[config.mk]
export PLATFORM = sky130hd
export DESIGN_NAME = apb_selfcheck_master_flat
export DESIGN_NICKNAME = d
export VERILOG_FILES = /design/src/rtl/apb_selfcheck_master_if.sv /design/src/rtl/apb_selfcheck_master.sv /design/src/flat_wrapper.sv
export SDC_FILE = /design/constraint.sdc
export NUM_CORES = 1
export LEC_CHECK = 0
export ABC_AREA = 0
export CORE_AREA = 10 10 103 87
export DETAILED_ROUTE_END_ITERATION = 7
export DIE_AREA = 0 0 113 97
export GPL_TIMING_DRIVEN = 0
export PLACE_DENSITY = 0.84
export REMOVE_ABC_BUFFERS = 1
export SYNTH_ARGS = -nofsm -noshare
export SYNTH_HDL_FRONTEND = slang
export SYNTH_SLANG_ARGS = --single-unit
[constraint.sdc]
create_clock -name clk -period 5.6 [get_ports clk]
set_input_delay 0.56 -clock clk [delete_from_list [all_inputs] [get_ports clk]]
set_output_delay 0.56 -clock clk [all_outputs]
set_load 0.01 [all_outputs]
[src/rtl/apb_selfcheck_master_if.sv]
// APB bus bundle between the self-check master and the subsystem slave port.
interface apb_selfcheck_master_if #(
   parameter int ADDR_W = 32,
   parameter int DATA_W = 32
);
   logic [ADDR_W-1:0]   paddr;
   logic                psel;
   logic                penable;
   logic                pwrite;
   logic [DATA_W-1:0]   pwdata;
   logic [DATA_W/8-1:0] pstrb;
   logic [DATA_W-1:0]   prdata;
   logic                pready;
   logic                pslverr;

   modport master (
      output paddr, psel, penable, pwrite, pwdata, pstrb,
      input  prdata, pready, pslverr
   );

   modport slave (
      input  paddr, psel, penable, pwrite, pwdata, pstrb,
      output prdata, pready, pslverr
   );
endinterface

[src/rtl/apb_selfcheck_master.sv]
// Autonomous APB master: writes a stepped pattern over a word window, reads it
// back and reports busy/done/pass, a saturating error count and a timeout flag.
module apb_selfcheck_master #(
   parameter int                ADDR_W       = 32,
   parameter int                DATA_W       = 32,
   parameter int                NUM_WORDS    = 16,
   parameter logic [ADDR_W-1:0] BASE_ADDR    = '0,
   parameter logic [31:0]       PATTERN_BASE = 32'hA5A5_0000,
   parameter logic [31:0]       PATTERN_STEP = 32'h0000_0011,
   parameter int                START_DELAY  = 4,
   parameter int                TIMEOUT      = 64,
   parameter bit                AUTO_START   = 1'b1,
   parameter int                ERR_W        = 8
) (
   input  logic                   clk,
   input  logic                   rstn,
   input  logic                   start,
   apb_selfcheck_master_if.master apb,
   output logic                   busy,
   output logic                   done,
   output logic                   pass,
   output logic                   timeout,
   output logic [ERR_W-1:0]       err_count
);
   localparam int BYTES = DATA_W / 8;
   localparam int IW    = $clog2(NUM_WORDS + 1);
   localparam int DCW   = (START_DELAY > 0) ? $clog2(START_DELAY + 1) : 1;
   localparam int WCW   = $clog2(TIMEOUT + 1);

   typedef enum logic [2:0] {S_IDLE, S_WAIT, S_SETUP, S_ACCESS, S_DONE} state_t;

   function automatic logic [DATA_W-1:0] pat_f(input logic [IW-1:0] i);
      return PATTERN_BASE[DATA_W-1:0] + PATTERN_STEP[DATA_W-1:0] * DATA_W'(i);
   endfunction

   function automatic logic [ADDR_W-1:0] addr_f(input logic [IW-1:0] i);
      return BASE_ADDR + ADDR_W'(i) * ADDR_W'(BYTES);
   endfunction

   state_t              state_q, state_d;
   logic                phase_q, phase_d;    // 0 = write pass, 1 = read pass
   logic [IW-1:0]       idx_q, idx_d;
   logic [DCW-1:0]      dcnt_q, dcnt_d;
   logic [WCW-1:0]      wcnt_q, wcnt_d;
   logic                auto_q, auto_d;
   logic                busy_q, busy_d;
   logic                done_q, done_d;
   logic                pass_q, pass_d;
   logic                tmo_q, tmo_d;
   logic [ERR_W-1:0]    err_q, err_d;
   logic [ADDR_W-1:0]   paddr_q;
   logic                psel_q, penable_q, pwrite_q;
   logic [DATA_W-1:0]   pwdata_q;
   logic [BYTES-1:0]    pstrb_q;
   logic                load, trig, bad;

   always_comb begin
      state_d = state_q;
      phase_d = phase_q;
      idx_d   = idx_q;
      dcnt_d  = dcnt_q;
      wcnt_d  = wcnt_q;
      auto_d  = auto_q;
      busy_d  = busy_q;
      done_d  = done_q;
      pass_d  = pass_q;
      tmo_d   = tmo_q;
      err_d   = err_q;
      load    = 1'b0;
      bad     = apb.pslverr || (phase_q && (apb.prdata != pat_f(idx_q)));
      // busy is still high for the first DONE cycle, so start there is ignored too
      trig    = !busy_q && ((state_q == S_IDLE && (start || auto_q)) ||
                            (state_q == S_DONE && start));

      case (state_q)
         S_WAIT: begin
            if (dcnt_q == DCW'(START_DELAY)) begin
               state_d = S_SETUP;
               load    = 1'b1;
            end else begin
               dcnt_d = dcnt_q + DCW'(1);
            end
         end
         S_SETUP: begin
            state_d = S_ACCESS;
            wcnt_d  = '0;
         end
         S_ACCESS: begin
            if (apb.pready) begin
               if (bad && err_q != '1) err_d = err_q + ERR_W'(1);
               if (idx_q != IW'(NUM_WORDS - 1)) begin
                  idx_d   = idx_q + IW'(1);
                  state_d = S_SETUP;
                  load    = 1'b1;
               end else if (!phase_q) begin
                  phase_d = 1'b1;
                  idx_d   = '0;
                  state_d = S_SETUP;
                  load    = 1'b1;
               end else begin
                  state_d = S_DONE;
               end
            end else if (wcnt_q == WCW'(TIMEOUT - 1)) begin
               // abort: results are published on this same edge
               state_d = S_DONE;
               tmo_d   = 1'b1;
               done_d  = 1'b1;
               busy_d  = 1'b0;
               pass_d  = 1'b0;
            end else begin
               wcnt_d = wcnt_q + WCW'(1);
            end
         end
         S_DONE: begin
            done_d = 1'b1;
            busy_d = 1'b0;
            pass_d = (err_q == '0) && !tmo_q;
         end
         default: ;
      endcase

      if (trig) begin
         state_d = S_WAIT;
         auto_d  = 1'b0;
         phase_d = 1'b0;
         idx_d   = '0;
         dcnt_d  = '0;
         busy_d  = 1'b1;
         done_d  = 1'b0;
         pass_d  = 1'b0;
         tmo_d   = 1'b0;
         err_d   = '0;
      end
   end

   always_ff @(posedge clk or negedge rstn) begin
      if (!rstn) begin
         state_q   <= S_IDLE;
         phase_q   <= 1'b0;
         idx_q     <= '0;
         dcnt_q    <= '0;
         wcnt_q    <= '0;
         auto_q    <= AUTO_START;
         busy_q    <= 1'b0;
         done_q    <= 1'b0;
         pass_q    <= 1'b0;
         tmo_q     <= 1'b0;
         err_q     <= '0;
         paddr_q   <= '0;
         psel_q    <= 1'b0;
         penable_q <= 1'b0;
         pwrite_q  <= 1'b0;
         pwdata_q  <= '0;
         pstrb_q   <= '0;
      end else begin
         state_q   <= state_d;
         phase_q   <= phase_d;
         idx_q     <= idx_d;
         dcnt_q    <= dcnt_d;
         wcnt_q    <= wcnt_d;
         auto_q    <= auto_d;
         busy_q    <= busy_d;
         done_q    <= done_d;
         pass_q    <= pass_d;
         tmo_q     <= tmo_d;
         err_q     <= err_d;
         psel_q    <= (state_d == S_SETUP) || (state_d == S_ACCESS);
         penable_q <= (state_d == S_ACCESS);
         // address/data/strobe change only when a new SETUP begins
         if (load) begin
            paddr_q  <= addr_f(idx_d);
            pwrite_q <= !phase_d;
            pwdata_q <= phase_d ? '0 : pat_f(idx_d);
            pstrb_q  <= phase_d ? '0 : '1;
         end
      end
   end

   assign apb.paddr   = paddr_q;
   assign apb.psel    = psel_q;
   assign apb.penable = penable_q;
   assign apb.pwrite  = pwrite_q;
   assign apb.pwdata  = pwdata_q;
   assign apb.pstrb   = pstrb_q;
   assign busy        = busy_q;
   assign done        = done_q;
   assign pass        = pass_q;
   assign timeout     = tmo_q;
   assign err_count   = err_q;
endmodule

[src/flat_wrapper.sv]
// flat-port wrapper written by rule: the top's interface ports become plain ports
module apb_selfcheck_master_flat 
#(
   parameter int                ADDR_W       = 32,
   parameter int                DATA_W       = 32,
   parameter int                NUM_WORDS    = 16,
   parameter logic [ADDR_W-1:0] BASE_ADDR    = '0,
   parameter logic [31:0]       PATTERN_BASE = 32'hA5A5_0000,
   parameter logic [31:0]       PATTERN_STEP = 32'h0000_0011,
   parameter int                START_DELAY  = 4,
   parameter int                TIMEOUT      = 64,
   parameter bit                AUTO_START   = 1'b1,
   parameter int                ERR_W        = 8
)
  (clk, rstn, start, busy, done, pass, timeout, err_count, apb_paddr, apb_psel, apb_penable, apb_pwrite, apb_pwdata, apb_pstrb, apb_prdata, apb_pready, apb_pslverr);
  apb_selfcheck_master_if #(.ADDR_W(ADDR_W), .DATA_W(DATA_W)) apb_i ();
  input  logic clk;
  input  logic rstn;
  input  logic start;
  output logic busy;
  output logic done;
  output logic pass;
  output logic timeout;
  output logic [ERR_W-1:0] err_count;
  output wire logic [$bits(apb_i.paddr)-1:0] apb_paddr;
  output wire logic [$bits(apb_i.psel)-1:0] apb_psel;
  output wire logic [$bits(apb_i.penable)-1:0] apb_penable;
  output wire logic [$bits(apb_i.pwrite)-1:0] apb_pwrite;
  output wire logic [$bits(apb_i.pwdata)-1:0] apb_pwdata;
  output wire logic [$bits(apb_i.pstrb)-1:0] apb_pstrb;
  input wire logic [$bits(apb_i.prdata)-1:0] apb_prdata;
  input wire logic [$bits(apb_i.pready)-1:0] apb_pready;
  input wire logic [$bits(apb_i.pslverr)-1:0] apb_pslverr;
  assign apb_paddr = apb_i.paddr;
  assign apb_psel = apb_i.psel;
  assign apb_penable = apb_i.penable;
  assign apb_pwrite = apb_i.pwrite;
  assign apb_pwdata = apb_i.pwdata;
  assign apb_pstrb = apb_i.pstrb;
  assign apb_i.prdata = apb_prdata;
  assign apb_i.pready = apb_pready;
  assign apb_i.pslverr = apb_pslverr;
  apb_selfcheck_master #(.ADDR_W(ADDR_W), .DATA_W(DATA_W), .NUM_WORDS(NUM_WORDS), .BASE_ADDR(BASE_ADDR), .PATTERN_BASE(PATTERN_BASE), .PATTERN_STEP(PATTERN_STEP), .START_DELAY(START_DELAY), .TIMEOUT(TIMEOUT), .AUTO_START(AUTO_START), .ERR_W(ERR_W)) u_core (.clk(clk), .rstn(rstn), .start(start), .apb(apb_i), .busy(busy), .done(done), .pass(pass), .timeout(timeout), .err_count(err_count));
endmodule
==> impl_metrics.tcl, run 1 <==
set metrics [dict create \
    worstPathRequired_ns 5.79 \
    grt_max_degree 40 \
    diodes 0 \
    routed_wl_um 7770 \
    yosysUniqueCellTypes 55 \
    syn_inst 325 \
    syn_area_um2 3200 \
    grt_pass1_wl_um 12900 \
    max_cap_viol_count 0 \
    yosys_warnings 0 \
    synthArstFlopShare_pct 100 \
    num_io_pins 120 \
    tightest_slew_ns 1.28 \
    viasPerCell 5.07 \
    fin_cells 478 \
    power_w 0.00185 \
    pre_cts_slack_ns 1.99 \
    setup.worst_path.class "primary input to flop" \
    ys_top_cells_by_area "dfrtp_1 38%, buf_4 13%, ha_1 5.5%" \
    antenna_found_initial 0 \
    end_kind "flop" \
    wl_per_cell_um 16.3 \
    setup_viol 0 \
    max_freq_mhz 302 \
    ctsHoldBuffers 0 \
    synth_top_cell_by_area "dfrtp_1" \
    initial_core_util_pct 47.1 \
    slew_headroom_pct 13.8 \
    reg2regPathDepth 9 \
    die_area_um2 11000 \
    regToRegSetupSlack_ns 2.29 \
    hp-class "primary input to async pin" \
    fin_worst_skew_ns 0.00937 \
    dp_hpwl_um 6090 \
    synth-seq-cells 50 \
    die_w_um 113 \
    cts_max_level 2 \
    rr_endpoint "u_core.apb.pwdata[8]" \
    synth_edf_count 0 \
    cts.sinks 50 \
    worstPathArrival_ns 3.50 \
    postCtsSetupBuffers 0 \
    nets 441 \
    clkSlewWorstSetupHoldPaths_ns 0.09 \
    critPathLaunchType "primary input" \
    num_rows 27 \
    static-leakage-power_nw 1.81 \
    cts_tree "yes" \
    synth.most_common_cell "buf_4" \
    grt_use_total_pct 13.8 \
    synth_common_cells "54 x buf_4, 49 x dfrtp_1, 26 x nand2_1, 22 x nor2_1, 19 x inv_1" \
    finalCriticalPeriod_ns 3.31 \
    finalCritPeriodShare_pct 59.1 \
    status "complete, no violations" \
    tns_ns 0 \
    dp.cells 470 \
    core_area_um2 6790 \
    slew_viol_final 0 \
    synth_ff_type "dfrtp_1" \
    layout-drive-gt1-share_pct 7.67 \
    nFillCells 601 \
    avgSynthCellArea_um2 9.84 \
    clockRootBuffer "clkbuf_8" \
    cts_resized 0 \
    gp_congestion 0.877 \
    clk_latency_ns 0.31 \
    ir_drop_v 0.000160 \
    grt_pass1_vias 2512 \
    cp_max_fo 11 \
    dr.first_iter.drc_count 142 \
    grt.overflow.total 0 \
    rsz0062_at_grt "false" \
    drt-pass1-iter-count 4 \
    via_count 2423 \
    yosysSeqAreaShare_pct 39.1 \
    drc 0 \
    netlist.area_leader.share_pct 38.3 \
    cts_max_path_buffers 2 \
    area_delta_synth_final_pct 21.9 \
    hold_viol 0 \
    drtAntennaViolNets 0 \
    layout_setup_ws_ns 2.29 \
    die_y_um 97 \
    cts_made_buffers 5 \
    power_density_nw_per_um2 475 \
    port_buffers 78 \
    r2r-start "u_core.state_q[2]" \
]
kinds of logic (layout without fill, tap and decap cells):
group | after synthesis | after routing | share of synthesized area (%)
other cells | 1 | 41 | 0.117
compound gates | 48 | 48 | 10.4
xor+xnor | 17 | 17 | 4.65
mux | 21 | 21 | 7.31
buf+inv | 80 | 106 | 17.0
flops | 50 | 50 | 39.1
fa+ha+maj | 14 | 14 | 5.48
simple gates | 94 | 94 | 16.0
cells in the final DEF, fill, tap and decap left out, drive strengths merged, types with 7 or more instances in the layout:
master	n
a21oi	11
mux2i	11
clkbuf	7
ha	14
nor2	23
o21ai	14
mux2	10
conb	41
dfrtp	49
clkdlybuf4s50	77
nand4	9
xnor2	12
inv	19
nand2	26
layout make-up:
cell class                      instances  area, um2  share of cell area [%]
Multi-Input combinational cell        235       1550                    39.9
Sequential cell                        50       1250                    32.1
Timing Repair Buffer                   79        796                    20.4
Tap cell                               87        109                    2.79
Clock buffer                            7       86.3                    2.21
Inverter                               19       71.3                    1.83
Clock inverter                          1       30.0                   0.770
worst max-delay path, stage by stage:
cell and delay [ns]:
clkdlybuf4s50_1 0.45, o21ai_0 1.01, o21ai_0 0.25, a31oi_1 0.40, ha_1 0.23, ha_1 0.17, xnor2_1 0.12, nor2_1 0.05
mux2_2 0.25
registers in the layout, indices dropped and copies added (netlist names), 3 cells and up:
name / cells
u_core.wcnt_q: 7
u_core.state_q: 3
u_core.dcnt_q: 3
u_core.idx_q: 5
u_core.apb.pwdata: 10
u_core.apb.paddr: 5
u_core.err_count: 8
metrics by stage:
step	cell area (um2)	util, %	hold slack (ns)
3_5_place_dp	3780	55.7	0.470
6_report	3900	57.4	0.133
2_1_floorplan	2880	-	0.264
4_1_cts	3900	57.4	0.139
5_1_grt	3900	57.4	0.143
3_3_place_gp	3770	55.5	0.491
worst max-delay path by stage:
stage	endpoint	slack, ns	cells after the start	start
2_1_floorplan	u_core.apb.paddr[2]	2.99	7	u_core.idx_q[0]
3_3_place_gp	u_core.apb.pwdata[8]	1.95	9	start
3_5_place_dp	u_core.apb.pwdata[8]	1.99	9	start
4_1_cts	u_core.apb.pwdata[8]	2.30	9	u_core.state_q[2]
5_1_grt	u_core.apb.pwdata[8]	1.91	9	u_core.state_q[2]
6_report	u_core.apb.pwdata[8]	2.29	9	start
layer usage:
metal / GRT usage [%] / share of wire (%) / vias to the layer above
met2: 23.3 / 49 / 86
met3: 4.25 / 7.2 / 6
li1: - / - / 1159
met5: 0 / 0 / -
met1: 17.2 / 44 / 1172
met4: 2.13 / 0.57 / 0
report_power, final:
| group | total, W | leakage (nW) | switching [W] | internal (W) |
|---|---|---|---|---|
| combinational | 0.000944 | 1.14 | 0.000446 | 0.000499 |
| sequential | 0.000644 | 0.610 | 0.000155 | 0.000488 |
| clock | 0.000264 | 0.0585 | 0.000118 | 0.000146 |
| total | 0.00185 | 1.81 | 0.000719 | 0.00113 |
(Power assumes the default switching activity.)
==> run 2, diff against run 1 <==
Settings changed: CORE_AREA 10 10 103 87 to 10 10 106 89, DIE_AREA 0 0 113 97 to 0 0 116 99, PLACE_DENSITY 0.84 to 0.8.
Clock period 5.6 ns to 3.35 ns, I/O delays scaled along.
==> run 2 against run 1 <==
  * Combinational power increased by 66%
  * Clock power rose by 64%
  * Global-route usage decreased by 1.5 points
  * Hold slack got worse by 0.13 ns
  * Clock-buffer cell count is 1 lower
  * Setup slack worse by 2.0 ns
  * Critical path depth up 1
==> impl_metrics.tcl, run 2 (synthesis gave the netlist of run 1 again) <==
set metrics [dict create \
    status "complete, no violations" \
    cts_max_level 2 \
    initial_core_util_pct 43.9 \
    cp_max_fo 17 \
    grt_pass1_vias 2317 \
    cts_tree "yes" \
    dr.first_iter.drc_count 144 \
    end_kind "flop" \
    port_buffers 78 \
    via_count 2384 \
    slew_headroom_pct 19.8 \
    grt.overflow.total 0 \
    static-leakage-power_nw 1.81 \
    cts_made_buffers 5 \
    finalCriticalPeriod_ns 3.06 \
    pre_cts_slack_ns -0.0847 \
    critPathLaunchType "flop" \
    max_cap_viol_count 0 \
    hp-class "primary input to async pin" \
    num_rows 28 \
    ir_drop_v 0.000257 \
    slew_viol_final 0 \
    clkSlewWorstSetupHoldPaths_ns 0.09 \
    area_delta_synth_final_pct 22.1 \
    drt-pass1-iter-count 4 \
    max_freq_mhz 327 \
    wl_per_cell_um 15.9 \
    tightest_slew_ns 1.19 \
    setup_viol 0 \
    cts_max_path_buffers 2 \
    antenna_found_initial 0 \
    drtAntennaViolNets 0 \
    worstPathArrival_ns 3.25 \
    power_density_nw_per_um2 790 \
    final_cell_mix "77 x clkdlybuf4s50_1, 49 x dfrtp_1, 41 x conb_1, 26 x nand2_1, 22 x nor2_1" \
    setup.worst_path.class "flop to flop" \
    gp_congestion 0.838 \
    tns_ns 0 \
    postLayoutCoreUtil_pct 53.6 \
    rsz0062_at_grt "false" \
    fin_worst_skew_ns 0.00698 \
    core_area_um2 7290 \
    diodes 0 \
    hold_slack_ns 0.000857 \
    layout-drive-gt1-share_pct 7.95 \
    viasPerCell 4.97 \
    num_io_pins 120 \
    largest_register_ffs 10 \
    cts.sinks 50 \
    layout_setup_ws_ns 0.293 \
    nets 441 \
    hold_viol 0 \
    drc 0 \
    routed_wl_um 7610 \
    grt_max_degree 30 \
    grt_pass1_wl_um 11800 \
    postCtsSetupBuffers 0 \
    clockRootBuffer "clkbuf_8" \
    die_area_um2 11500 \
    grt_use_total_pct 12.3 \
    dp_hpwl_um 5960 \
    final_common_cell "clkdlybuf4s50_1" \
    worstPathRequired_ns 3.54 \
    clk_latency_ns 0.30 \
    die_w_um 116 \
    die_y_um 99 \
    finalCritPeriodShare_pct 91.3 \
]
## run 2: cell count changes in the layout (fill, tap and decap cells not counted), sizes merged
| cell | delta |
|---|---|
| clkbuf | -1 |
## run 2: metrics by stage
step	cells	power [W]	area, um2
3_5_place_dp	473	0.00267	3790
3_3_place_gp	472	0.00261	3770
6_report	480	0.00309	3910
5_1_grt	480	0.00333	3910
2_1_floorplan	304	0.00200	2880
4_1_cts	480	0.00311	3900
## run 2: cell type report
class                           instances  area, um2
Tap cell                               90        113
Clock buffer                            6       82.6
Sequential cell                        50       1250
Clock inverter                          1       30.0
Fill cell                             636       3380
Timing Repair Buffer                   79        796
Inverter                               19       71.3
Multi-Input combinational cell        235       1560
## run 2: report_power, final
group	leakage [nW]	total, W	switching [W]	internal, W
combinational	1.14	0.00157	0.000739	0.000836
sequential	0.610	0.00108	0.000262	0.000816
clock	0.0573	0.000434	0.000195	0.000239
## run 2: repair_timing
| action | CTS | global route |
|---|---|---|
| hold buffers | 0 | 0 |
| resized for setup | 1 | 1 |
| hold endpoints to repair | 0 | 0 |
| endpoints found under the setup margin | 1 | 1 |
## run 2: metal layers
layer	track usage, %	part of all wire, %
met1	15.4	43
met2	20.0	46
met3	4.48	9.9
met4	2.21	0.35
met5	0	0
## run 2: path summary, 6_finish.rpt
kind	startpoint	to	slack (ns)	cells past startpoint
setup / recovery	u_core.state_q[0]	u_core.apb.pwdata[8]	0.29	10
hold / removal	rstn	u_core.apb.pwdata[5]	0.0009	1
setup reg to reg	u_core.state_q[0]	u_core.apb.pwdata[8]	0.29	10
hold reg to reg	u_core.auto_q	u_core.auto_q	0.51	1
max in group asynchronous	rstn	u_core.wcnt_q[6]	2.82	2
min in group clk	u_core.auto_q	u_core.auto_q	0.51	1
## run 2: worst max-delay path: stages, from the launching register on
cell	delay, ns
dfrtp_1	0.58
nor3_1	0.33
o21a_1	0.53
a311oi_1	0.20
ha_1	0.26
ha_1	0.18
ha_1	0.20
ha_1	0.20
xnor2_1	0.16
nor2_1	0.05
mux2_2	0.25
==> run 3, diff against run 2 <==
==> constraint.sdc (replaced) <==
create_clock -name clk -period 3.35 [get_ports clk]
set_input_delay 0.8375 -clock clk [delete_from_list [all_inputs] [get_ports clk]]
set_output_delay 0.8375 -clock clk [all_outputs]
set_load 0.01 [all_outputs]
==> run 3 against run 2 <==
  * Hold slack better by 0.51 ns
  * Non-clock buffer count is 5 higher
  * Flip-flop and latch count stayed put
  * Critical path type is now primary input to flop
  * Critical endpoint unchanged
==> impl_metrics.tcl, run 3 (synthesis gave the netlist of run 1 again) <==
set metrics [dict create \
    via_count 2386 \
    worstSetupStartpoint "start" \
    hold_viol 0 \
    ir_drop_v 0.000322 \
    largest_register_ffs 10 \
    reg2regPathDepth 10 \
    static-leakage-power_nw 1.84 \
    grt.overflow.total 0 \
    cts_max_level 2 \
    routed_wl_um 7700 \
    core_area_um2 7290 \
    worstPathRequired_ns 3.54 \
    die_w_um 116 \
    area_delta_synth_final_pct 23.9 \
    hold_slack_ns 0.506 \
    drt-pass1-iter-count 4 \
    cts_max_path_buffers 2 \
    crit_end "u_core.apb.pwdata[8]" \
    dp.cells 473 \
    grt_pass1_vias 2315 \
    hp-class "primary input to async pin" \
    path_common_cell "ha_1" \
    num_rows 28 \
    slowest_stage "a311oi_2" \
    drc 0 \
    final_cell_mix "77 x clkdlybuf4s50_1, 49 x dfrtp_1, 41 x conb_1, 26 x nand2_1, 22 x nor2_1" \
    ctsHoldBuffers 0 \
    cts.sinks 50 \
    wl_per_cell_um 15.9 \
    nFillCells 630 \
    num_io_pins 120 \
    clkSlewWorstSetupHoldPaths_ns 0.09 \
    grt_pass1_wl_um 11800 \
    worstPathArrival_ns 3.44 \
    r2r-start "u_core.state_q[0]" \
    final_common_cell "clkdlybuf4s50_1" \
    grt_max_degree 30 \
    max_stage_delay_ns 0.55 \
    tightest_slew_ns 0.751 \
    layout-drive-gt1-share_pct 9.62 \
    dr.first_iter.drc_count 136 \
    diodes 0 \
    fin_cells 485 \
    critPathLaunchType "primary input" \
    rr_endpoint "u_core.apb.pwdata[8]" \
    cp_max_fo 14 \
    clockRootBuffer "clkbuf_8" \
    die_area_um2 11500 \
    setup.worst_path.class "primary input to flop" \
    clk_latency_ns 0.30 \
    status "complete, no violations" \
    critical_path_depth 10 \
    power_density_nw_per_um2 802 \
    die_y_um 99 \
    drtAntennaViolNets 0 \
    dp_hpwl_um 5960 \
    max_cap_viol_count 0 \
    slew_viol_final 0 \
    setup_viol 0 \
    regToRegSetupSlack_ns 0.23 \
    crit_family "compound AO/OA/AOI/OAI gates" \
    cp.buffers_inverters 1 \
    cts_made_buffers 5 \
    fin_worst_skew_ns 0.00962 \
    grt_use_total_pct 12.3 \
    cts_tree "yes" \
    initial_core_util_pct 43.9 \
    finalCritPeriodShare_pct 97.0 \
    antenna_found_initial 0 \
    port_buffers 78 \
    nets 446 \
    gp_congestion 0.838 \
    viasPerCell 4.92 \
    path_cells "clkdlybuf4s50_1, o21a_1, a311oi_2, ha_1, ha_1, ha_1, ha_1, xnor2_1, nor2_1, mux2_2" \
    finalCriticalPeriod_ns 3.25 \
    power_w 0.00318 \
    end_kind "flop" \
    max_freq_mhz 308 \
    slew_headroom_pct 50.0 \
]
run 3: per-layer routing:
metal  GRT usage [%]  vias up  wire [um]
met5               0        -          0
met4            2.21        0         12
met3            4.48        2        744
met2            20.0       87       3570
met1            15.4     1129       3370
li1                -     1168          -
run 3: where the power goes:
part           switching, W  internal [W]  leakage, nW
sequential         0.000261      0.000816        0.610
combinational      0.000762      0.000908         1.17
clock              0.000193      0.000239       0.0573
run 3: area by class of cell:
type,instances,area (um2),area share (%)
clock buffer,6,82.6,2.08
clock inverter,1,30.0,0.757
timing repair buffer,84,846,21.3
tap,90,113,2.84
inverter,19,71.3,1.80
sequential,50,1250,31.6
multi-input combinational,235,1570,39.6
run 3: how the worst min path moves through the flow:
stage                  start                   end  slack, ns
3_5_place_dp   u_core.auto_q         u_core.auto_q       0.50
2_1_floorplan  u_core.auto_q         u_core.auto_q       0.48
3_3_place_gp     u_core.done           u_core.done       0.49
6_report                rstn  u_core.apb.pwdata[5]       0.51
4_1_cts        u_core.auto_q         u_core.auto_q       0.51
5_1_grt                 rstn     u_core.state_q[0]       0.53
run 3: timing repair:
| item | 4_1_cts | 5_1_grt |
|---|---|---|
| buffers inserted | 0 | 5 |
| pin swaps | 0 | 2 |
| resized for setup | 2 | 2 |
| setup endpoints to repair | 3 | 7 |
| gates cloned | 0 | 0 |
run 3: metrics by stage:
step           utilization [%]  worst slack (ns)  cell area, um2  setup TNS (ns)
2_1_floorplan                -             0.545            2880               0
3_3_place_gp              51.8            -0.545            3770           -1.71
3_5_place_dp              52.0            -0.587            3790           -2.24
4_1_cts                   53.6            0.0561            3910               0
5_1_grt                   54.4         -0.000702            3970       -0.000702
6_report                  54.4             0.101            3970               0
